--- src/rtl/regfile_pkg.sv ---
// rtl/regfile_pkg.sv - shared register-file constants and dump FSM state type
package regfile_pkg;

  localparam int REG_PW = 4;
  localparam int REG_W  = 8;

  typedef enum logic [1:0] {
    IDLE = 2'd0,
    LOAD = 2'd1,
    SEND = 2'd2,
    DONE = 2'd3
  } dump_state_t;

endpackage

--- src/rtl/reg_dump_reader.sv ---
// rtl/reg_dump_reader.sv - walks a wrapping register window out over a valid/ready byte stream
module reg_dump_reader
  import regfile_pkg::*;
#(
  parameter int pw = REG_PW
) (
  input  logic             clk,
  input  logic             reset,
  input  logic             start,
  input  logic [pw-1:0]    base,
  input  logic [pw:0]      count,
  output logic [pw-1:0]    rd_addr,
  input  logic [REG_W-1:0] rd_data,
  output logic             out_valid,
  input  logic             out_ready,
  output logic [REG_W-1:0] out_data,
  output logic [pw-1:0]    out_addr,
  output logic             out_last,
  output logic             busy,
  output logic             done
);

  localparam logic [pw:0] FULL_COUNT = {1'b1, {pw{1'b0}}};
  localparam logic [pw:0] REM_ONE    = (pw+1)'(1);

  dump_state_t      state_q, state_d;
  logic [pw-1:0]    addr_q, addr_d;
  logic [pw:0]      rem_q, rem_d;
  logic [REG_W-1:0] out_data_q, out_data_d;
  logic [pw-1:0]    out_addr_q, out_addr_d;
  logic             out_last_q, out_last_d;
  logic [pw:0]      count_clamped;

  assign count_clamped = (count > FULL_COUNT) ? FULL_COUNT : count;

  always_comb begin
    state_d    = state_q;
    addr_d     = addr_q;
    rem_d      = rem_q;
    out_data_d = out_data_q;
    out_addr_d = out_addr_q;
    out_last_d = out_last_q;
    case (state_q)
      IDLE: begin
        if (start) begin
          addr_d  = base;
          rem_d   = count_clamped;
          state_d = (count_clamped != '0) ? LOAD : DONE;
        end
      end
      LOAD: begin
        // rd_data is combinational from rd_addr == addr_q, so it is captured here only
        out_data_d = rd_data;
        out_addr_d = addr_q;
        out_last_d = (rem_q == REM_ONE);
        state_d    = SEND;
      end
      SEND: begin
        if (out_ready) begin
          if (out_last_q) begin
            state_d = DONE;
          end else begin
            addr_d  = addr_q + pw'(1);
            rem_d   = rem_q - REM_ONE;
            state_d = LOAD;
          end
        end
      end
      DONE: begin
        state_d = IDLE;
      end
      default: begin
        state_d = IDLE;
      end
    endcase
  end

  always_ff @(posedge clk) begin
    if (reset) begin
      state_q    <= IDLE;
      addr_q     <= '0;
      rem_q      <= '0;
      out_data_q <= '0;
      out_addr_q <= '0;
      out_last_q <= 1'b0;
    end else begin
      state_q    <= state_d;
      addr_q     <= addr_d;
      rem_q      <= rem_d;
      out_data_q <= out_data_d;
      out_addr_q <= out_addr_d;
      out_last_q <= out_last_d;
    end
  end

  assign rd_addr   = addr_q;
  assign out_valid = (state_q == SEND);
  assign out_data  = out_data_q;
  assign out_addr  = out_addr_q;
  assign out_last  = out_last_q;
  assign busy      = (state_q != IDLE);
  assign done      = (state_q == DONE);

endmodule

--- config.mk ---
export PLATFORM = sky130hd
export DESIGN_NAME = reg_dump_reader
export DESIGN_NICKNAME = d
export VERILOG_FILES = /design/src/rtl/regfile_pkg.sv /design/src/rtl/reg_dump_reader.sv
export SDC_FILE = /design/constraint.sdc
export NUM_CORES = 1
export LEC_CHECK = 0
export ABC_AREA = 1
export ABC_CLOCK_PERIOD_IN_PS = 1700
export CORE_ASPECT_RATIO = 0.6
export CORE_UTILIZATION = 40
export DETAILED_ROUTE_END_ITERATION = 8
export PLACE_DENSITY = 0.73
export SLEW_MARGIN = 20
export SYNTH_ARGS = -nofsm -noshare
export SYNTH_HDL_FRONTEND = slang
export SYNTH_SLANG_ARGS = --single-unit
--- constraint.sdc ---
create_clock -name clk -period 1.7 [get_ports clk]
set_input_delay 0.17 -clock clk [delete_from_list [all_inputs] [get_ports clk]]
set_output_delay 0.17 -clock clk [all_outputs]
set_load 0.02 [all_outputs]
==> reports/results.txt <==
First-pass detailed-route iteration total: 4
Synth top area cells: dfxtp_1 41%, nand2_1 9.6%, nor2_1 9.3%, o21ai_0 7.7%, a21oi_1 6.0%
Post-synth EDFFs: 0
Mux contribution to synthesized area: 0%
Compound-gate portion of the synthesized area: 15.7%
Ant diodes: 0
Worst path max stage delay: 0.59 ns
Most frequent cell after synthesis: nand2_1
Status: finished, final reports clean
Combinational Power Share: 36.9%
Crit start category: register
Clock Skew: 0.00672 ns
FF-to-FF path depth: 6
Average size of a mapped cell: 6.92 µm²
Synth Register Bits: 24
P&R area growth vs syn: 41.7%
Hold path startpoint: rem_q[4]$_SDFFE_PP0P_
Power density cells: 1070 nW/µm²
Later-pin clock latency in the skew report: 0.27 ns
Post-DR vias/cell: 5.09
First-pass GRT wire length: 4.96 mm
Fmax: 629 MHz
Clk pwr share: 21.5%
Mapped cell area: 1170 µm²
Post-Synth Simple-Gate Area: 29.8%
Average wire per standard cell: 12.6 µm
Via count: 1238
Clk slew on worst S/H paths: 0.08 ns
Sw power: 0.000626 W
Maximum VDD drop: 0.000688 V
Ys flop type: dfxtp_1
Int Pwr: 0.00115 W
Maximum root-to-sink buffer count: 2
Final min period: 1.59 ns
GPL Wtd Cong: 0.894
DP HPWL: 2.34 mm
CP Cell Sequence: nand2_1 -> inv_1 -> clkdlybuf4s50_1
Max-slew violations: 0
Max-cap violation count: 0
Largest family of logic cells by synthesized area: simple AND/OR/NAND/NOR gates
Critical Path End Type: output port
Postcts setup bufs: 0
Hold EP: rem_q[4]$_SDFFE_PP0P_
Final net count: 236
Htree depth: 1
Input/output buffers: 40
DRT Wirelength: 3.07 mm
Post-Synth XOR/XNOR Area: 0%
Yosys warnings: 0
Largest net degree at the start of global routing: 19
Util after Layout: 63.1%
Worst r2r dst: rem_q[1]$_SDFFE_PP0P_
Ys async rst share: 0%
Hold-fix buffers at CTS: 0
Total power: 0.00177 W
CTS tree: yes
RSZ-0062 raised after global routing: no
Gr ovfl total: 0
Layout fillers: 246
Clock sink count: 24
Synth Net Count: 193
Setup-failing EPs final: 0
Worst Tran Pin Value: 0.374 ns
Layout cell share with drive strength beyond 1: 9.48%
Setup CP Type: reg2out
Non-Filler Instances: 243
Core area: 2630 µm²
Full die area: 3150 µm²
Switching portion of total power: 35.3%
Hold Crit Class: reg2reg
Flop-to-flop setup slack: 0.29 ns
Number of remaining DRC errors: 0
Clk Tree Root Cell: clkbuf_8
Gr usage total: 21.1%
Clock buffer count from CTS: 3
Critical Path Fanout Max: 5
Commonest cells in the netlist: 30 x nand2_1, 29 x nor2_1, 24 x dfxtp_1
Synth unique cells: 22
Final cycle utilization of the critical path: 93.5%
WP data arrival: 1.42 ns
Num rows: 14
Initial Util: 44.5%
Synth top area share: 41.1%
Post-synthesis adder-cell area fraction: 3.21%
Crit-path slowest cell: clkdlybuf4s50_1
Worst hold slack: 0.490 ns
Seq pwr share: 41.6%
Sequential area share after synthesis: 41.1%
Initial DRC count: 98
IO Pins: 41
Setup TNS: 0 ns
Antenna Nets Post-Route: 0
Placed cells: 239
Chip width: 71.8 µm
R2r startpoint: state_q[1]$_SDFFE_PP0P_
Die Ht: 43.9 µm
Relative slew slack: 75.0%
Antenna violations before repair: 0
Cells after Synth: 169
LEAKAGE: 0.749 nW
CP Data Required Time: 1.53 ns
Vias in the first global route: 1094
Hold Path Depth: 2
Final Hold Viols: 0
Synth area leader: dfxtp_1
-- worst max-delay path, delay by kind of cell, from the launching register on --
family | cells | cell delay [ns]
buffers and inverters | 2 | 0.64
flip-flops | 1 | 0.43
AND/OR/NAND/NOR | 1 | 0.09
-- placed cells by master (no fill, tap or decap), drive strengths merged --
cell and count:
buf 3, clkbuf 4, inv 21, dlymetal6s2s 1
nand3 13, clkdlybuf4s50 39, nand4 2, nand2 31
or2 1, dfxtp 24, nor2 31, a21oi 15
nor3 1, clkinv 1, ha 3, o21ai 21
-- worst max-delay path by stage --
stage / startpoint / endpoint / slack [ns] / cells past startpoint
6_report: state_q[0]$_SDFFE_PP0P_ / done / 0.11 / 3
5_1_grt: state_q[0]$_SDFFE_PP0P_ / done / 0.007 / 3
4_1_cts: state_q[0]$_SDFFE_PP0P_ / out_valid / 0.05 / 4
3_5_place_dp: out_ready / rem_q[0]$_SDFFE_PP0P_ / 0.13 / 7
3_3_place_gp: out_ready / rem_q[1]$_SDFFE_PP0P_ / 0.21 / 7
2_1_floorplan: rd_addr[0]$_SDFFE_PP0P_ / rd_addr[2]$_SDFFE_PP0P_ / 0.50 / 6
-- power groups by stage --
stage	Clock [W]	Sequential (W)	Combinational [W]
floorplan	0	0.000796	0.000341
global placement	0	0.000739	0.000635
detailed placement	0	0.000744	0.000654
CTS	0.000387	0.000734	0.000657
global route	0.000419	0.000750	0.000717
finish	0.000380	0.000737	0.000654
-- per-layer routing --
| layer | track usage (%) | share of wire [%] | vias up |
|---|---|---|---|
| li1 | - | - | 624 |
| met1 | 29.2 | 47 | 557 |
| met2 | 33.4 | 43 | 53 |
| met3 | 4.88 | 8.9 | 4 |
| met4 | 5.88 | 0.78 | 0 |
| met5 | 0 | 0 | - |
-- state kept, by name (all words and copies together) (netlist names) --
| register | flops |
|---|---|
| rd_addr | 4 |
| state_q | 2 |
| out_addr | 4 |
| out_data | 8 |
| out_last | 1 |
| rem_q | 5 |
-- kinds of logic (layout without fill, tap and decap cells) --
family | Yosys count | in the layout
compound gates | 36 | 36
fa+ha+maj | 3 | 3
buf+inv | 27 | 69
flops | 24 | 24
simple gates | 79 | 79
-- through the flow --
stage          setup slack, ns  area (µm²)
2_1_floorplan            0.499        1170
3_3_place_gp             0.208        1600
3_5_place_dp             0.133        1600
4_1_cts                 0.0459        1650
5_1_grt                0.00680        1660
6_report                 0.111        1660
-- repair_timing --
item / 4_1_cts / 5_1_grt
pin swaps: 0 / 0
setup endpoints to repair: 3 / 2
gates resized for setup: 1 / 2
-- final cells by class --
type | instances | area, µm² | area share (%)
multi-input combinational | 118 | 571 | 34.4
sequential | 24 | 484 | 29.2
inverter | 22 | 82.6 | 4.98
timing repair buffer | 43 | 425 | 25.7
tap | 32 | 40.0 | 2.42
clock buffer | 4 | 55.1 | 3.32
Note: power is estimated with default switching activity, not from simulation.
